===== src/rtl/operand_scoreboard_pkg.sv =====
// Shared types and constants for the decode-stage operand scoreboard.
//   reg_idx_t : architectural register index (x0..x31)
//   fwd_src_t : which source an operand is resolved from
//   CNT_W     : width of each per-register pending-writer counter
//   NREG      : number of architectural integer registers
package operand_scoreboard_pkg;

   localparam int unsigned NREG  = 32;
   localparam int unsigned CNT_W = 2;

   typedef logic [4:0] reg_idx_t;

   typedef enum logic [2:0] {
      FWD_NONE,
      FWD_EX,
      FWD_MEM,
      FWD_WB,
      FWD_RF
   } fwd_src_t;

endpackage


===== src/rtl/operand_fwd_sel.sv =====
// Resolves one source operand from the youngest visible writer.
// Ports:
//   src, use_src, rf_data          : source index, read enable, register-file value
//   ex_*/mem_*                     : writer in EX / MEM, its rd, readiness and result
//   wb_valid, wb_rd, wb_data       : retiring write this cycle
//   pending                        : a write to src is still in flight somewhere
//   value, bubble                  : resolved operand and "not yet available" flag
module operand_fwd_sel
   import operand_scoreboard_pkg::*;
(
   input  reg_idx_t    src,
   input  logic        use_src,
   input  logic [63:0] rf_data,
   input  logic        ex_match_valid,
   input  reg_idx_t    ex_rd,
   input  logic        ex_ready,
   input  logic [63:0] ex_data,
   input  logic        mem_match_valid,
   input  reg_idx_t    mem_rd,
   input  logic        mem_ready,
   input  logic [63:0] mem_data,
   input  logic        wb_valid,
   input  reg_idx_t    wb_rd,
   input  logic [63:0] wb_data,
   input  logic        pending,
   output logic [63:0] value,
   output logic        bubble
);

   fwd_src_t sel;
   logic     stall;

   // Priority follows pipeline age: the youngest writer (EX) shadows older ones.
   always_comb begin
      sel   = FWD_RF;
      stall = 1'b0;
      if (src == '0) begin
         sel = FWD_NONE;
      end else if (ex_match_valid && ex_rd == src) begin
         sel   = FWD_EX;
         stall = ~ex_ready;
      end else if (mem_match_valid && mem_rd == src) begin
         sel   = FWD_MEM;
         stall = ~mem_ready;
      end else if (wb_valid && wb_rd == src) begin
         sel = FWD_WB;
      end else if (pending) begin
         // Writer is upstream of the visible stages; no value to forward yet.
         stall = 1'b1;
      end
   end

   // A stalled operand still drives the RF value so downstream muxes never see X.
   always_comb begin
      value = rf_data;
      unique case (sel)
         FWD_NONE: value = '0;
         FWD_EX:   value = ex_ready  ? ex_data  : rf_data;
         FWD_MEM:  value = mem_ready ? mem_data : rf_data;
         FWD_WB:   value = wb_data;
         FWD_RF:   value = rf_data;
         default:  value = rf_data;
      endcase
   end

   assign bubble = stall & use_src;

endmodule


===== src/rtl/operand_scoreboard.sv =====
// Decode-stage operand scoreboard: per-register pending-writer counters plus
// EX/MEM/WB forwarding for two source operands.
// Ports:
//   clk, reset (sync, active-low)
//   rs1/rs2, use_rs1/use_rs2, rf_rd1/rf_rd2 : decode sources and RF read data
//   issue_valid/issue_wen/issue_rd          : instruction leaving decode
//   ex_*, mem_*, wb_*                       : downstream writers and retiring write
//   flush                                   : kill everything not yet in WB
//   scra/scrb, bubble1/bubble2              : resolved operands and hazard flags
//   sb_full                                 : issue_rd counter saturated, decode holds
module operand_scoreboard
   import operand_scoreboard_pkg::*;
(
   input  logic        clk,
   input  logic        reset,
   input  reg_idx_t    rs1,
   input  reg_idx_t    rs2,
   input  logic        use_rs1,
   input  logic        use_rs2,
   input  logic [63:0] rf_rd1,
   input  logic [63:0] rf_rd2,
   input  logic        issue_valid,
   input  logic        issue_wen,
   input  reg_idx_t    issue_rd,
   input  logic        ex_match_valid,
   input  reg_idx_t    ex_rd,
   input  logic        ex_ready,
   input  logic [63:0] ex_data,
   input  logic        mem_match_valid,
   input  reg_idx_t    mem_rd,
   input  logic        mem_ready,
   input  logic [63:0] mem_data,
   input  logic        wb_valid,
   input  reg_idx_t    wb_rd,
   input  logic [63:0] wb_data,
   input  logic        flush,
   output logic [63:0] scra,
   output logic [63:0] scrb,
   output logic        bubble1,
   output logic        bubble2,
   output logic        sb_full
);

   localparam logic [CNT_W-1:0] CntMax = '1;

   logic [CNT_W-1:0] pending_q [NREG];
   logic [CNT_W-1:0] pending_d [NREG];
   logic             inc;
   logic             dec;

   assign sb_full = issue_wen && (issue_rd != '0) && (pending_q[issue_rd] == CntMax);
   assign inc     = issue_valid && issue_wen && (issue_rd != '0) && !sb_full && !flush;
   assign dec     = wb_valid && (wb_rd != '0);

   always_comb begin
      for (int i = 0; i < NREG; i++) begin
         pending_d[i] = pending_q[i];
      end
      if (!flush) begin
         for (int i = 1; i < NREG; i++) begin
            if (inc && !(dec && wb_rd == reg_idx_t'(i)) && issue_rd == reg_idx_t'(i)) begin
               pending_d[i] = pending_q[i] + CNT_W'(1);
            end else if (dec && !(inc && issue_rd == reg_idx_t'(i)) && wb_rd == reg_idx_t'(i)
                         && pending_q[i] != '0) begin
               pending_d[i] = pending_q[i] - CNT_W'(1);
            end
         end
      end else begin
         for (int i = 0; i < NREG; i++) begin
            pending_d[i] = '0;
         end
      end
      // x0 never has a writer.
      pending_d[0] = '0;
   end

   always_ff @(posedge clk) begin
      if (!reset) begin
         for (int i = 0; i < NREG; i++) begin
            pending_q[i] <= '0;
         end
      end else begin
         for (int i = 0; i < NREG; i++) begin
            pending_q[i] <= pending_d[i];
         end
      end
   end

   // A retiring write to a register with no recorded writer means bookkeeping is broken.
   assert property (@(posedge clk) disable iff (!reset)
                    (dec && !flush && !(inc && issue_rd == wb_rd)) |-> pending_q[wb_rd] != '0)
      else $error("operand_scoreboard: writeback to register with zero pending count");

   operand_fwd_sel u_fwd_a (
      .src             (rs1),
      .use_src         (use_rs1),
      .rf_data         (rf_rd1),
      .ex_match_valid  (ex_match_valid),
      .ex_rd           (ex_rd),
      .ex_ready        (ex_ready),
      .ex_data         (ex_data),
      .mem_match_valid (mem_match_valid),
      .mem_rd          (mem_rd),
      .mem_ready       (mem_ready),
      .mem_data        (mem_data),
      .wb_valid        (wb_valid),
      .wb_rd           (wb_rd),
      .wb_data         (wb_data),
      .pending         (pending_q[rs1] != '0),
      .value           (scra),
      .bubble          (bubble1)
   );

   operand_fwd_sel u_fwd_b (
      .src             (rs2),
      .use_src         (use_rs2),
      .rf_data         (rf_rd2),
      .ex_match_valid  (ex_match_valid),
      .ex_rd           (ex_rd),
      .ex_ready        (ex_ready),
      .ex_data         (ex_data),
      .mem_match_valid (mem_match_valid),
      .mem_rd          (mem_rd),
      .mem_ready       (mem_ready),
      .mem_data        (mem_data),
      .wb_valid        (wb_valid),
      .wb_rd           (wb_rd),
      .wb_data         (wb_data),
      .pending         (pending_q[rs2] != '0),
      .value           (scrb),
      .bubble          (bubble2)
   );

endmodule


===== config.mk =====
export PLATFORM = sky130hd
export DESIGN_NAME = operand_scoreboard
export DESIGN_NICKNAME = d
export VERILOG_FILES = /design/src/rtl/operand_scoreboard_pkg.sv /design/src/rtl/operand_fwd_sel.sv /design/src/rtl/operand_scoreboard.sv
export SDC_FILE = /design/constraint.sdc
export NUM_CORES = 1
export LEC_CHECK = 0
export CORE_AREA = 3 3 192 194
export CTS_CLUSTER_SIZE = 8
export DETAILED_ROUTE_END_ITERATION = 10
export DIE_AREA = 0 0 195 197
export HOLD_SLACK_MARGIN = 0.05
export PLACE_DENSITY = 0.71
export SYNTH_ARGS = -nofsm -noshare
export SYNTH_HDL_FRONTEND = slang
export SYNTH_SLANG_ARGS = --single-unit

===== constraint.sdc =====
create_clock -name clk -period 3.3 [get_ports clk]
set_input_delay 0.66 -clock clk [delete_from_list [all_inputs] [get_ports clk]]
set_output_delay 0.66 -clock clk [all_outputs]
set_load 0.01 [all_outputs]

==> impl_metrics.yaml <==
floorplan:
  core_um2: 35400
  die_y_um: 197
  start_util_pct: 30.72
  ios: 493
  rows: 69
  fp.dieW_um: 195
  dieArea_um2: 38420
worst_setup_path:
  cp_max_fo: 5
  critical_path_buf_inv_count: 6
  cpMaxStageDelayCell: "nor4_1"
  r2r-start: "pending_q[12][1]$_SDFFE_PP0P_"
  critical-path-top-delay-family: "buffers and inverters"
  path_class: "in -> out"
  rr_endpoint: "pending_q[1][0]$_SDFFE_PP0P_"
  r2r_slack_ps: 850
  endpoint_kind: "primary output"
  crit_required_ps: 2640
  worstPathCellList: "buf_2, xor2_1, nor4_1, buf_4, nand3_4, buf_6, nand3_4, buf_16, buf_12, o22ai_2, o21a_1, o22a_1, buf_6"
  slowest_delay_ps: 360
  r2r_cells: 9
  critPathArrivalTime_ps: 2910
  critPathLaunchType: "input pin"
  crit_cells: 13
sta:
  finalSetupViolations: 79
  relSlewSlack_pct: 59.86
  setup_slack_ps: -267.3
  clock_skew_ps: 6.376
  drv_slew: 0
  fmax_mhz: 280.3
  hold_viol_final: 0
  worstMarginPinSlew_ps: 602.1
  rsz0062_at_grt: "yes"
  min_period_ps: 3567
  fin_crit_sh_pct: 108.1
  tns_ps: -8952
min_path:
  hold_path_depth: 2
  hp-start: "pending_q[31][1]$_SDFFE_PP0P_"
  min_path_type: "reg -> reg"
  holdPathEnd: "pending_q[31][1]$_SDFFE_PP0P_"
cts:
  clock_tree.buffer_depth: 2
  htreeDepth: 3
  cts-root-buf: "clkbuf_16"
  cts_tree: "built"
  worstSkewPairLatency_ps: 340
  clk_pin_slew_ps: 50
  cts_sinks: 62
  cts-buffers-inserted: 9
grt:
  first_global_vias: 16010
  antenna_found_initial: 8
  grt_overflow_total: 0
  grt_pass1_wl_um: 106100
  grt_max_degree: 55
  track_usage_pct: 36.02
finish:
  fillerInstances: 3194
  area_growth_pct: 89.48
  fin_nets: 2559
  ff_latch_area_um2: 1241
  final_cell_mix: "clkdlybuf4s50_1, buf_4, mux2i_1"
  drive_gt1_share_pct: 31.51
  final_common_cell: "clkdlybuf4s50_1"
  multi_input_area_um2: 10330
  fin_area_um2: 20600
  largestRegisters: "pending_q (62)"
  top_register: "pending_q"
  largest_reg_flops: 62
  fin_cells: 2666
detailed_routing:
  vias: 16390
  drt-initial-drc-count: 1672
  firstDrtPassIters: 6
  viasPerCell: 6.146
  drtAntennaViolNets: 0
  drc_errors: 0
  detail_route.wl_per_cell_um: 27.88
  routed_wl_um: 74320
outcome:
  outcome: "finished with violations"
  violations: "negative setup slack"
synth:
  synth_nets: 1931
  yosysUniqueCellTypes: 66
  ys_seq_area_share_pct: 11.42
  synth_compound_area_share_pct: 36.52
  async_reset_ff_share_pct: 0
  synth_warnings: 0
  synthAdderAreaFrac_pct: 0
  muxShareOfSynthArea_pct: 15.79
  synth_seq_cells: 62
  ys.flop_type: "dfxtp_1"
  syn_area_per_cell_um2: 6.930
  netlist_area_um2: 10870
  synth.top_cell.area_share_pct: 12.61
  synth-edff-count: 0
  synth-xor-area-share_pct: 3.544
  yosysTopAreaCell: "mux2i_1"
  synthCells: 1569
  synth_top_family_by_area: "compound AO/OA/AOI/OAI gates"
  synthSimpleGateAreaFrac_pct: 24.49
  synth_area_leaders: "mux2i_1, dfxtp_1, nor2_1, a21oi_1, o22a_1"
power_and_ir_drop:
  powerDensity_nw_per_um2: 199.7
  ir_drop_v: 0.0002235
  cellLeakagePower_nw: 8.368
flow_run:
  maxCapViolCount: 0
placed_design:
  io_buffers: 492
  postPlaceCellArea_um2: 17390
  numPlacedInstances: 2542
  routabilityCongestion: 0.9852
  post-dp-hpwl_um: 53240
worst reg2reg max path: stages, from the launching register on:
cell and delay [ps]:
dfxtp_1 420, mux2i_1 130, mux4_1 520, a22oi_2 210
nand3_2 100, buf_4 260, and3_2 240, buf_4 130
xnor2_1 110, a221oi_1 220
metal layers:
metal | part of all wire, % | global-route usage [%] | wire length [um] | vias to the layer above
li1 | - | - | - | 7210
met1 | 40 | 46.72 | 29450 | 7912
met2 | 45 | 58.16 | 33560 | 1017
met3 | 10 | 8.838 | 7585 | 237
met4 | 4.9 | 13.44 | 3649 | 10
met5 | 0.096 | 0 | 71 | -
metrics by stage:
stage	utilization (%)	power [W]	hold WS [ps]	worst slack [ps]
floorplan	-	0.001578	467.8	134.7
global placement	49.12	0.002826	480.7	-1032
detailed placement	49.12	0.002827	495.3	-1005
CTS	56.84	0.004010	502.4	-148.0
global route	58.18	0.004251	534.7	-275.3
finish	58.20	0.004114	503.5	-267.3
cells in the mapped netlist (all sizes together), types with 46 or more instances:
cell,instances
dfxtp,62
o21a,76
inv,46
nand2,103
o22ai,92
mux2i,137
a211oi,70
nand3,72
nor3,52
nor2,174
clkbuf,95
buf,54
and3,54
a21oi,118
o22a,67
power breakdown:
group | switching (W) | internal, W
sequential | 0.000000743 | 0.000750
clock | 0.000334 | 0.000590
combinational | 0.00117 | 0.00127
total | 0.00151 | 0.00261
logic make-up after synthesis:
| logic type | Yosys count |
|---|---|
| AOI/OAI and AO/OA | 564 |
| and+or+nand+nor | 550 |
| buffers and inverters | 196 |
| DFF | 62 |
| xor gates and xnor gates | 44 |
| muxes | 153 |
what timing repair did:
item / in CTS / in global routing
pin swaps: 141 / 116
buffers inserted: 76 / 16
endpoints found under the setup margin: 131 / 131
hold buffers: 0 / 0
gates cloned: 27 / 2
resized for setup: 1008 / 162
cell type report:
type / instances / area share, %
clock buffers: 11 / 1.178
clock inverters: 2 / 0.1700
flip-flops and latches: 62 / 6.025
well taps: 461 / 2.800
inverters: 46 / 0.8381
repair buffers: 766 / 38.77
multi-input cells: 1312 / 50.15
diodes: 6 / 0.07288
how the worst max path moves through the flow:
stage,end,slack (ps),startpoint
5_1_grt,scrb[24],-280,ex_rd[2]
3_3_place_gp,bubble2,-1030,rs2[1]
2_1_floorplan,scra[13],130,rs1[4]
4_1_cts,scrb[60],-150,rs2[1]
6_report,scrb[24],-270,rs2[3]
3_5_place_dp,scrb[21],-1010,rs2[1]
Power figures use the tool's default switching activity.
